`src/rtl/piso_serializer.sv`:
```
// Parallel-in/serial-out serializer with a one-word holding buffer.
// Define SERIALIZER_LAST_EN to add the o_dout_last final-beat flag.
module piso_serializer #(
  parameter int WORD_WIDTH = 24,
  parameter int LANES      = 1,
  parameter bit MSB_FIRST  = 1'b0
) (
  input  logic                  i_clk,
  input  logic                  i_rst,
  input  logic                  i_en,
  input  logic [WORD_WIDTH-1:0] iv_din,
  input  logic                  i_din_valid,
  output logic                  o_din_ready,
  output logic [LANES-1:0]      ov_dout,
  output logic                  o_dout_valid
`ifdef SERIALIZER_LAST_EN
  ,
  output logic                  o_dout_last
`endif
);

  localparam int BEATS = WORD_WIDTH / LANES;
  localparam int CW    = $clog2(BEATS + 1);
  localparam logic [CW-1:0] LAST_BEAT = CW'(BEATS - 1);

  if (WORD_WIDTH % LANES != 0) begin : g_bad_div
    $error("piso_serializer: LANES must divide WORD_WIDTH");
  end
  if (LANES < 1 || LANES >= WORD_WIDTH) begin : g_bad_lanes
    $error("piso_serializer: need 1 <= LANES < WORD_WIDTH");
  end

  typedef enum logic {
    IDLE,
    SHIFT
  } state_t;

  state_t                state;
  logic [WORD_WIDTH-1:0] sreg;
  logic [WORD_WIDTH-1:0] hold;
  logic                  hold_full;
  logic [CW-1:0]         cnt;

  logic                  accept;
  logic                  at_last;
  logic                  advance;
  logic                  load;
  logic [WORD_WIDTH-1:0] load_word;

  function automatic logic [LANES-1:0] head(
    input logic [WORD_WIDTH-1:0] w
  );
    if (MSB_FIRST) return w[WORD_WIDTH-1 -: LANES];
    else return w[LANES-1:0];
  endfunction

  function automatic logic [WORD_WIDTH-1:0] tail(
    input logic [WORD_WIDTH-1:0] w
  );
    if (MSB_FIRST) return w << LANES;
    else return w >> LANES;
  endfunction

  assign o_din_ready = i_en && !hold_full;
  assign accept      = i_din_valid && o_din_ready;
  assign at_last     = (cnt == LAST_BEAT);
  assign advance     = (state == SHIFT) && !at_last;

  // Buffered word wins on the last beat; otherwise a fresh word bypasses.
  always_comb begin
    load      = 1'b0;
    load_word = iv_din;
    unique case (state)
      IDLE: begin
        load = accept;
      end
      SHIFT: begin
        if (at_last) begin
          if (hold_full) begin
            load      = 1'b1;
            load_word = hold;
          end else begin
            load = accept;
          end
        end
      end
    endcase
  end

  always_ff @(posedge i_clk) begin
    if (i_rst) begin
      state        <= IDLE;
      sreg         <= '0;
      hold         <= '0;
      hold_full    <= 1'b0;
      cnt          <= '0;
      ov_dout      <= '0;
      o_dout_valid <= 1'b0;
    end else if (i_en) begin
      if (load) begin
        state        <= SHIFT;
        sreg         <= tail(load_word);
        ov_dout      <= head(load_word);
        cnt          <= '0;
        o_dout_valid <= 1'b1;
      end else if (advance) begin
        sreg    <= tail(sreg);
        ov_dout <= head(sreg);
        cnt     <= cnt + CW'(1);
      end else if (state == SHIFT) begin
        state        <= IDLE;
        ov_dout      <= '0;
        o_dout_valid <= 1'b0;
        cnt          <= '0;
      end

      if (state == SHIFT && at_last && hold_full) begin
        hold_full <= 1'b0;
      end else if (accept && advance) begin
        hold      <= iv_din;
        hold_full <= 1'b1;
      end
    end
  end

`ifdef SERIALIZER_LAST_EN
  always_ff @(posedge i_clk) begin
    if (i_rst) begin
      o_dout_last <= 1'b0;
    end else if (i_en) begin
      if (load) begin
        o_dout_last <= (BEATS == 1);
      end else if (advance) begin
        o_dout_last <= ((cnt + CW'(1)) == LAST_BEAT);
      end else begin
        o_dout_last <= 1'b0;
      end
    end
  end
`endif

endmodule

```
`config.mk`:
```
export PLATFORM = sky130hd
export DESIGN_NAME = piso_serializer
export DESIGN_NICKNAME = d
export VERILOG_FILES = /design/src/rtl/piso_serializer.sv
export SDC_FILE = /design/constraint.sdc
export NUM_CORES = 1
export LEC_CHECK = 0
export ABC_AREA = 1
export BUFFER_PORTS_ARGS = -buffer_cell sky130_fd_sc_hd__buf_2
export CORE_MARGIN = 2
export CORE_UTILIZATION = 60
export DETAILED_ROUTE_END_ITERATION = 7
export PLACE_DENSITY_LB_ADDON = 0.3
export SLEW_MARGIN = 10
export SYNTH_ARGS = -nofsm -noshare
export SYNTH_HDL_FRONTEND = slang
export SYNTH_SLANG_ARGS = --single-unit
```
`constraint.sdc`:
```
create_clock -name i_clk -period 3.26 [get_ports i_clk]
set_clock_uncertainty 0.1 [all_clocks]
set_input_delay 0.489 -clock i_clk [delete_from_list [all_inputs] [get_ports i_clk]]
set_output_delay 0.489 -clock i_clk [all_outputs]
set_load 0.01 [all_outputs]
```
Yosys cells after proc, flatten, opt, wreduce, memory -nomap -nowiden

Cells that the tools add are included.

Bits in registers: 57
Bits in latches: 0
Memories: 0
ROM bits: 0
RAM bits: 0
Output and inout bits: 3

Reductions and logical operators: 18
$add $sub $neg: 1
Eq/ne operators: 2
$mul: 0
Magnitude comparators: 0
Shift-type cells: 0
Multiplexer cells: 20
Bitwise logic cells: 2
Divide/modulo/power cells: 0

Operators by type and width:

| operator              | count |
|---|---|
| $mux W24              | 5 |
| $mux W5               | 3 |
| $mux W1               | 11 |
| $reduce_and A2 Y1     | 4 |
| $logic_and A1 B1 Y1   | 6 |
| $reduce_and A3 Y1     | 2 |
| $reduce_bool A2 Y1    | 3 |
| $add A5 B1 Y5 const B | 1 |
| $eq A5 B5 Y1 const B  | 1 |
| $reduce_bool A3 Y1    | 1 |
| $logic_not A1 Y1      | 2 |
| $ne A2 B1 Y1 const B  | 1 |
| $not A1 Y1            | 2 |
| $pmux W1 S2           | 1 |

Depth between registers and ports, before layout

Gate-level depths: netlist of the first run.

Word-level depth: 8
Gate-level depth with buffers: 11
Mapped depth without buffers: 10

Worst setup path after synthesis of the first run

Ideal clock, no wire load.

Path kind: register to register
Start point: register cnt[0]
End point: register sreg[0]
Setup slack: 1.696 ns
Stages on the path, launching flop included: 8
Required time: 3.044 ns
Data arrival time: 1.348 ns
Buffers on the path: 1
Setup time: 0.116 ns
Cells stage by stage: dfxtp_1 -> ha_1 -> nand2_1 -> nor2_2 -> clkbuf_1 -> nand3_1 -> nand3_1 -> a21oi_1

Cells in the longest elaborated chain, start to end: 5
Elaborated cells on any way between the ends: 10

Ends and longest elaborated chain:

| item                                               | line   | RTL |
|---|---|---|
| start: declaration                                 | 42     | `logic [CW-1:0] cnt;` |
| start signal: assignment                           | 109    | `cnt <= cnt + CW'(1);` |
| $eq A5 B5 Y1 *                                     | 66     | `assign at_last = (cnt == LAST_BEAT);` |
| $mux W1 or $logic_not A1 Y1 (tied branches)        | 78, 67 |  |
| $pmux W1 S2 or $logic_and A1 B1 Y1 (tied branches) | 73, 67 |  |
| $reduce_bool A2 Y1 (no line)                       | n/a    |  |
| $reduce_and A2 Y1 (no line)                        | n/a    |  |
| end signal: assignment                             | 102    | `sreg <= tail(load_word);` |
| end signal: assignment                             | 107    | `sreg <= tail(sreg);` |
| end: declaration                                   | 39     | `logic [WORD_WIDTH-1:0] sreg;` |

Mark *: on every way between the ends. The rest lies on a longest branch, timed or not.
A chain may end at the register's enable or synchronous reset.

Worst setup path after layout of the first run

Start point: register cnt[1]
End point: register sreg[19]

Same word-level chain as after synthesis.

==> flow_metrics.py, run 1 <==
metrics = {
    "timing": {
        "max_freq_mhz": 493,
        "slew_headroom": 0.482,
        "worst_slew_pin_slew_ns": 0.775,
        "final_hold_viol_count": 0,
        "finalMaxSlewViolations": 0,
        "finalSetupTns_ns": 0,
        "holdWs_ns": 0.284,
        "period_needed_ns": 2.03,
        "rsz0062_at_grt": "false",
        "setup_viol_count_final": 0,
        "period_share": 0.622,
    },
    "worst_setup_path": {
        "cp_slowest_cell": "dfxtp_1",
        "path_class": "reg -> reg",
        "crit_chain": "ha_1 -> nand2_1 -> nor2_2 -> buf_4 -> nand2_2 -> nand2_1 -> nand3_1 -> a21oi_1",
        "rr_worst_depth": 8,
        "reg2reg_slack_ns": 1.23,
        "crit_top_cell": "nand2_1",
        "r2r-start": "cnt[1]",
        "reg2reg_to": "sreg[19]",
        "crit_path_end_kind": "register",
        "cp-start-kind": "register",
        "worstPathRequired_ns": 3.40,
        "cp_max_fo": 26,
        "critical_path.max_stage_delay_ns": 0.37,
        "cp_data_arrival_time_ns": 2.17,
    },
    "global_route": {
        "grt_first_pass_wirelength_um": 10900,
        "track_usage": 0.251,
        "antenna_found_initial": 0,
        "grt_max_degree": 53,
        "grt_pass1_vias": 2529,
        "grt.overflow.total": 0,
    },
    "layout": {
        "diodes": 0,
        "layout_commonest_cell": "nand2_1",
        "drive_above_1_share": 0.111,
        "fin_nets": 497,
        "layout_common_cells": "nand2_1 (110), inv_1 (78), dfxtp_1 (56)",
        "post-route-util": 0.670,
        "area_growth_pct": 7.77,
    },
    "yosys": {
        "synth_area_leader_cell": "dfxtp_1",
        "yosysWarnings": 0,
        "synth_cell_types": 19,
        "synthCells": 452,
        "synthTopCellsByArea": "dfxtp_1 (38%), nand2_1 (14%), inv_1 (10%)",
        "syn_nets": 481,
        "synth_area_per_cell_um2": 6.45,
        "syn_area_mm2": 0.00292,
        "yosysSeqAreaShare": 0.385,
        "synth_top_cell_area_share": 0.385,
        "synth-seq-cells": 56,
    },
    "clocking": {
        "cts.path.max_buffers": 2,
        "cts-root-buf": "clkbuf_8",
        "cts_tree": "yes",
        "path_clk_slew_ns": 0.10,
        "holdBufCountCts": 0,
        "postCtsSetupBuffers": 0,
        "cts_resized": 0,
        "cts_buffers": 5,
        "clock_sinks": 56,
        "htreeDepth": 2,
        "clk_latency_ns": 0.31,
    },
    "die": {
        "rows": 25,
        "coreArea_mm2": 0.00469,
        "die_width_um": 73.7,
        "design.portCount": 31,
        "dieArea_mm2": 0.00543,
        "initial_utilization": 0.621,
        "die_h_um": 73.7,
    },
    "status": {
        "outcome": "finished clean",
    },
    "route": {
        "dr.first_iter.drc_count": 164,
        "drc_errors": 0,
        "first_pass_iters": 5,
        "via_per_inst": 5.27,
        "antenna_left": 0,
        "wl_per_cell_um": 12.1,
        "routed_wl_um": 6310,
        "vias": 2757,
    },
    "run": {
        "maxCapViolCount": 0,
    },
    "min_path": {
        "hold_end": "o_dout_valid",
        "holdPathStages": 2,
        "hold_path_startpoint": "i_rst",
        "hold_path.class": "in -> reg",
    },
    "pwr": {
        "p_leak_uw": 0.00153,
        "total_power_uw": 1300,
        "powerDensity_mw_per_mm2": 414,
        "peakVddDrop_v": 0.000226,
    },
    "placed_design": {
        "place.gp.congestion": 0.879,
        "numPortBuffers": 30,
        "place_hpwl_um": 4010,
    },
}
[report_power, final]
group          total (uW)  internal, uW  switching [uW]
Sequential            731           716            14.4
Combinational         186          73.4             112
Clock                 383           154             230
Total                1300           943             356
[cell families (layout without fill, tap and decap cells)]
family,count (synthesis),count (layout),share of synthesized area
simple gates,200,200,0.314
compound gates,86,86,0.148
buf+inv,109,126,0.148
fa+ha+maj,1,1,0.00429
flops,56,56,0.385
[layout make-up]
type	count	area, um^2
multi-input cells	287	1360
fillers	442	1550
clock buffers	6	72.6
well taps	54	67.6
repair buffers	36	195
flip-flops and latches	56	1120
clock inverters	2	16.3
inverters	82	308
[critical path: cells and delay by family (launching register included)]
family	cells	cell delay [ns]
adders and majority gates	1	0.17
AOI/OAI and AO/OA	1	0.17
buffers and inverters	1	0.30
DFF	1	0.37
and+or+nand+nor	5	0.85
[flip-flops by register name, summed over array words and instances, names as in the netlist]
| name | flops |
|---|---|
| hold | 24 |
| cnt | 5 |
| hold_full | 1 |
| state | 1 |
| sreg | 23 |
| o_dout_valid | 1 |
| ov_dout | 1 |
[synth_stat cells]
library cell  instances
a21oi_1              55
dfxtp_1              56
buf_2                13
nand3_1              52
nor2_2                2
clkbuf_1             12
o31ai_1               1
buf_4                 2
nor2_1                8
nand4_1               1
ha_1                  1
nand2_1             110
inv_2                 4
inv_1                78
nand2_2               3
nor3_1                2
o21ai_0              29
o21ai_1               1
nand3b_1             22
[stage by stage]
| step | area (um^2) | setup slack (ns) | cells |
|---|---|---|---|
| after floorplan | 2920 | 1.70 | 452 |
| after global placement | 3050 | 1.27 | 515 |
| after detailed placement | 3050 | 1.25 | 515 |
| after CTS | 3140 | 1.23 | 523 |
| after global routing | 3140 | 0.984 | 523 |
| final | 3140 | 1.23 | 523 |
[layer usage]
| layer | track usage | part of all wire | wire (um) | up-vias |
|---|---|---|---|---|
| met2 | 0.420 | 0.47 | 2980 | 71 |
| met5 | 0 | 0 | 0 | - |
| met3 | 0.0439 | 0.060 | 378 | 5 |
| met1 | 0.336 | 0.46 | 2910 | 1230 |
| li1 | - | - | - | 1451 |
| met4 | 0.0586 | 0.0062 | 39 | 0 |
[how the worst max path moves through the flow]
stage / slack, ns / depth (start not counted) / end / startpoint
6_report: 1.23 / 8 / sreg[19] / cnt[1]
4_1_cts: 1.23 / 8 / sreg[19] / cnt[0]
3_5_place_dp: 1.25 / 8 / sreg[9] / cnt[0]
5_1_grt: 0.98 / 9 / sreg[22] / cnt[0]
2_1_floorplan: 1.70 / 7 / sreg[0] / cnt[0]
3_3_place_gp: 1.27 / 8 / ov_dout / cnt[0]
Power figures use the tool's default switching activity.
==> run 2, diff against run 1 <==
CORE_UTILIZATION = 58   (was 60)
clock period = 2.05 ns   (was 3.26 ns; I/O delays follow)
==> run 2 against run 1 <==
Sequential share of layout area shrank 1.2 points. Largest cell class unchanged. Critical path type unchanged. Die area grew 3.3%. Fmax grew 12%. Register-to-register slack lost 0.99 ns. Total power grew 73%. Largest power group unchanged. Global-route usage grew 0.23 points. Non-clock buffer count grew 4. Combinational power grew 64%. Critical path depth grew 1. Critical endpoint is now sreg[21]. Via count shrank 1.0%. First-iteration DRC count grew 31%. Core utilization grew 0.96 points.
==> flow_metrics.py, run 2 (same netlist as run 1, synthesis figures left out) <==
metrics = {
    "status": {
        "outcome": "finished clean",
    },
    "route": {
        "vias": 2729,
        "routed_wl_um": 6320,
        "drc_errors": 0,
        "via_per_inst": 5.05,
        "first_pass_iters": 4,
        "dr.first_iter.drc_count": 215,
        "antenna_left": 0,
        "wl_per_cell_um": 11.7,
    },
    "layout": {
        "layout_commonest_cell": "nand2_1",
        "layout_common_cells": "nand2_1 (110), inv_1 (78), dfxtp_1 (56)",
        "area_growth_pct": 11.5,
        "regMostFlops": "hold",
        "post-route-util": 0.679,
        "drive_above_1_share": 0.121,
        "diodes": 0,
        "fin_nets": 501,
        "reg_top3": "hold (24), sreg (23), cnt (5)",
        "largest_reg_flops": 24,
    },
    "die": {
        "rows": 25,
        "coreArea_mm2": 0.00479,
        "design.portCount": 31,
        "initial_utilization": 0.609,
        "die_width_um": 74.9,
        "die_h_um": 74.9,
        "dieArea_mm2": 0.00561,
    },
    "global_route": {
        "grt_max_degree": 50,
        "grt_pass1_vias": 2551,
        "grt_first_pass_wirelength_um": 11200,
        "grt.overflow.total": 0,
        "track_usage": 0.253,
        "antenna_found_initial": 0,
    },
    "timing": {
        "setup_viol_count_final": 0,
        "slew_headroom": 0.676,
        "max_freq_mhz": 554,
        "worst_slew_pin_slew_ns": 0.484,
        "fin_ws_ns": 0.245,
        "holdWs_ns": 0.118,
        "finalSetupTns_ns": 0,
        "finalMaxSlewViolations": 0,
        "period_share": 0.881,
        "final_hold_viol_count": 0,
        "rsz0062_at_grt": "false",
        "period_needed_ns": 1.81,
    },
    "clocking": {
        "cts_tree": "yes",
        "clock_sinks": 56,
        "htreeDepth": 2,
        "clk_latency_ns": 0.30,
        "path_clk_slew_ns": 0.10,
        "cts_buffers": 5,
        "postCtsSetupBuffers": 0,
        "cts-root-buf": "clkbuf_8",
        "cts.path.max_buffers": 2,
        "holdBufCountCts": 0,
        "cts_resized": 0,
    },
    "run": {
        "maxCapViolCount": 0,
    },
    "pwr": {
        "peakVddDrop_v": 0.000568,
        "powerDensity_mw_per_mm2": 693,
        "p_leak_uw": 0.00159,
        "total_power_uw": 2250,
    },
    "placed_design": {
        "dp_slack_ns": 0.260,
        "numPortBuffers": 30,
        "place.gp.congestion": 0.893,
        "place_hpwl_um": 4080,
    },
    "worst_setup_path": {
        "worstPathRequired_ns": 2.19,
        "crit_path_end_kind": "register",
        "cp_data_arrival_time_ns": 1.95,
        "cp_max_fo": 23,
        "path_class": "reg -> reg",
        "cp-start-kind": "register",
    },
    "min_path": {
        "hold_path.class": "in -> reg",
    },
}
-- run 2: cell types whose count changed in the layout (fill, tap and decap cells not counted), sizes merged --
cell | previous run | this run
buf | 36 | 40
bufinv | 0 | 1
clkbuf | 6 | 7
clkinv | 1 | 0
clkinvlp | 1 | 0
-- run 2: path summary, 6_finish.rpt --
kind / start / to / slack (ns) / depth (start not counted)
hold reg to reg: hold[21] / hold[21] / 0.36 / 2
setup reg to reg: cnt[1] / sreg[21] / 0.24 / 9
hold / removal: i_rst / o_dout_valid / 0.12 / 2
setup / recovery: cnt[1] / sreg[21] / 0.24 / 9
-- run 2: metrics by stage --
stage | instances | instance area (um^2)
2_1_floorplan | 452 | 2920
3_3_place_gp | 532 | 3120
3_5_place_dp | 532 | 3120
4_1_cts | 540 | 3250
5_1_grt | 540 | 3250
6_report | 540 | 3250
-- run 2: layer usage --
layer  global-route usage  routed length [um]  vias up
met5                    0                   0        -
met4               0.0635                  63        0
met3               0.0388                 312        7
met2                0.417                2880       70
met1                0.349                3070     1195
li1                     -                   -     1457
-- run 2: final cells by class --
type                    count  area [um^2]
fillers                   428         1540
multi-input cells         287         1360
clock inverters             1         30.0
well taps                  67         83.8
flip-flops and latches     56         1120
inverters                  82          308
clock buffers               7         96.3
repair buffers             40          250
-- run 2: power by group --
part,switching (uW),internal (uW),total (uW)
logic,180,124,305
clock network,353,432,784
registers,24.3,1140,1160
total,558,1700,2250
-- run 2: critical path: stages (launching register included) --
cell and delay (ns):
dfxtp_1 0.37, ha_1 0.17, nand2_1 0.11, inv_2 0.09, nand2_2 0.08, nand2_1 0.12, nand2_2 0.07, inv_2 0.31
nand3_1 0.15, a21oi_1 0.17
==> run 3, diff against run 2 <==
ABC_AREA = 0   (was 1)
CORE_UTILIZATION = 57   (was 58)
==> run 3 against run 2 <==
Sequential share of layout area rose by 6.0 points. Worst hold slack better by 0.012 ns. Clock power decreased by 9.2%. Wire length is 22% lower. Critical path type unchanged.
==> flow_metrics.py, run 3 <==
metrics = {
    "yosys": {
        "synth_flop_cell": "dfxtp_1",
        "synth_cell_types": 39,
        "yosysSeqAreaShare": 0.458,
        "synth_area_leader_cell": "dfxtp_1",
        "async_flop_share": 0,
        "synthTopCellsByArea": "dfxtp_1 (46%), mux2i_1 (9.4%), nand2_1 (8.1%)",
        "synthCells": 271,
        "syn_nets": 300,
        "synth_top_cell_area_share": 0.458,
        "yosysMostFrequentCell": "dfxtp_1",
        "yosys-top-cells-count": "dfxtp_1 (56), nand2_1 (53), a21oi_1 (31), a22oi_1 (24), mux2i_1 (23)",
        "synth_edf_count": 0,
        "synth-seq-cells": 56,
        "synth_area_per_cell_um2": 9.04,
        "yosysWarnings": 0,
        "syn_area_mm2": 0.00245,
    },
    "worst_setup_path": {
        "rr_worst_depth": 6,
        "cp_max_fo": 11,
        "path_class": "reg -> reg",
        "cp_slowest_cell": "dfxtp_1",
        "crit_path_end_kind": "register",
        "worstPathRequired_ns": 2.16,
        "reg2reg_to": "ov_dout",
        "r2r-start": "cnt[0]",
        "cp.buffers_inverters": 1,
        "cp-start-kind": "register",
        "cp_top_family": "simple AND/OR/NAND/NOR gates",
        "cp_data_arrival_time_ns": 1.98,
        "reg2reg_slack_ns": 0.18,
        "crit_chain": "ha_1 -> and4b_2 -> and3_4 -> buf_12 -> a21oi_1 -> a221oi_1",
        "critical_path.max_stage_delay_ns": 0.39,
    },
    "timing": {
        "period_share": 0.911,
        "worst_slew_pin_slew_ns": 0.535,
        "period_needed_ns": 1.87,
        "finalMaxSlewViolations": 0,
        "slew_headroom": 0.643,
        "final_hold_viol_count": 0,
        "rsz0062_at_grt": "false",
        "fin_ws_ns": 0.183,
        "max_freq_mhz": 535,
        "setup_viol_count_final": 0,
    },
    "run": {
        "maxCapViolCount": 0,
    },
    "pwr": {
        "total_power_uw": 2060,
        "p_leak_uw": 0.000942,
        "powerDensity_mw_per_mm2": 744,
        "peakVddDrop_v": 0.000371,
    },
    "placed_design": {
        "place.gp.congestion": 0.818,
        "post_dp_cell_area_mm2": 0.00265,
        "numPortBuffers": 30,
        "dp_slack_ns": -0.0823,
        "place_hpwl_um": 3220,
        "place_inst": 338,
    },
    "layout": {
        "largest_reg_flops": 24,
        "diodes": 0,
        "nFillCells": 326,
        "area_growth_pct": 13.0,
        "fin_cells": 346,
        "drive_above_1_share": 0.186,
        "reg_top3": "hold (24), sreg (23), cnt (5)",
        "regMostFlops": "hold",
        "layout_commonest_cell": "dfxtp_1",
        "fin_nets": 324,
        "layout_common_cells": "dfxtp_1 (56), nand2_1 (53), a21oi_1 (31)",
        "postLayoutCellArea_mm2": 0.00277,
    },
    "status": {
        "outcome": "finished clean",
    },
    "route": {
        "wl_per_cell_um": 14.2,
        "dr.first_iter.drc_count": 178,
        "routed_wl_um": 4910,
        "drc_errors": 0,
        "first_pass_iters": 5,
        "vias": 2022,
        "antenna_left": 0,
        "via_per_inst": 5.84,
    },
    "global_route": {
        "antenna_found_initial": 0,
        "grt_max_degree": 45,
        "grt.overflow.total": 0,
        "grt_first_pass_wirelength_um": 8470,
        "grt_pass1_vias": 1897,
        "track_usage": 0.210,
    },
    "clocking": {
        "cts_buffers": 5,
        "cts-root-buf": "clkbuf_8",
        "postCtsSetupBuffers": 0,
        "htreeDepth": 2,
        "holdBufCountCts": 0,
        "cts_tree": "yes",
        "cts.path.max_buffers": 2,
        "clock_sinks": 56,
        "clk_latency_ns": 0.31,
        "path_clk_slew_ns": 0.10,
    },
    "min_path": {
        "holdPathStages": 3,
        "hold_end": "hold[12]",
        "hold_path_startpoint": "iv_din[12]",
        "hold_path.class": "in -> reg",
    },
    "die": {
        "die_h_um": 69.6,
        "initial_utilization": 0.604,
        "die_width_um": 69.6,
        "dieArea_mm2": 0.00484,
        "coreArea_mm2": 0.00406,
        "rows": 23,
        "design.portCount": 31,
    },
}
==> run 3: cell count changes after synthesis, sizes merged, moves of 3 or more <==
cell    previous run  this run
a211oi             0         3
a21oi             55        31
a22oi              0        24
inv               82         1
mux2i              0        23
nand2            113        53
nand3             52         1
nand3b            22         2
nor2              10         6
nor2b              0         3
o21ai             30         4
o22ai              0        22
==> run 3: worst max-delay path by stage <==
stage                     slack (ns)  cells past startpoint        to   start
after floorplan                 0.24                      8  sreg[10]  cnt[0]
after detailed placement       -0.08                      5   sreg[5]  cnt[0]
final                           0.18                      6   ov_dout  cnt[0]
after CTS                       0.09                      6   ov_dout  cnt[0]
after global routing            0.04                      6   ov_dout  cnt[0]
after global placement         -0.05                      5  sreg[17]  cnt[0]
==> run 3: metrics by stage <==
stage,hold WS (ns),util,TNS (ns)
final,0.130,0.682,0
after global routing,0.134,0.682,0
after CTS,0.128,0.682,0
after detailed placement,0.347,0.653,-1.02
after global placement,0.340,0.653,-0.657
after floorplan,0.336,-,0
==> run 3: where the power goes <==
part / leakage [uW] / switching (uW) / internal, uW
registers: 0.000455 / 24.1 / 1130
logic: 0.000433 / 110 / 86.6
clock network: 0.0000541 / 350 / 362
total: 0.000942 / 484 / 1580
==> run 3: logic make-up after synthesis <==
| family | after synthesis | synth area share |
|---|---|---|
| adders and majority gates | 1 | 0.00511 |
| buffers and inverters | 24 | 0.0633 |
| muxes | 23 | 0.0940 |
| and+or+nand+nor | 77 | 0.145 |
| AOI/OAI and AO/OA | 90 | 0.235 |
| DFF | 56 | 0.458 |
==> run 3: repair_timing <==
| item | 4_1_cts | 5_1_grt |
|---|---|---|
| cloned | 0 | 0 |
| setup endpoints to repair | 23 | 1 |
| gates resized for setup | 2 | 1 |
==> run 3: per-layer routing <==
| metal | track usage | vias to the layer above | wire [um] |
|---|---|---|---|
| li1 | - | 1038 | - |
| met5 | 0 | - | 0 |
| met3 | 0.0465 | 2 | 170 |
| met2 | 0.348 | 37 | 2280 |
| met1 | 0.279 | 945 | 2440 |
| met4 | 0.0501 | 0 | 24 |
==> run 3: final cells by class <==
cell class	instances	area, um^2	area share
Sequential cell	56	1120	0.405
Timing Repair Buffer	40	288	0.104
Inverter	1	3.75	0.00136
Clock buffer	5	68.8	0.0249
Clock inverter	3	42.5	0.0154
Tap cell	50	62.6	0.0226
Multi-Input combinational cell	191	1180	0.427
==> run 3: worst min-delay path: cells and delay by family <==
kind / cells / cell delay, ns
and+or+nand+nor: 1 / 0.05
AOI/OAI and AO/OA: 1 / 0.05
buffers and inverters: 1 / 0.10
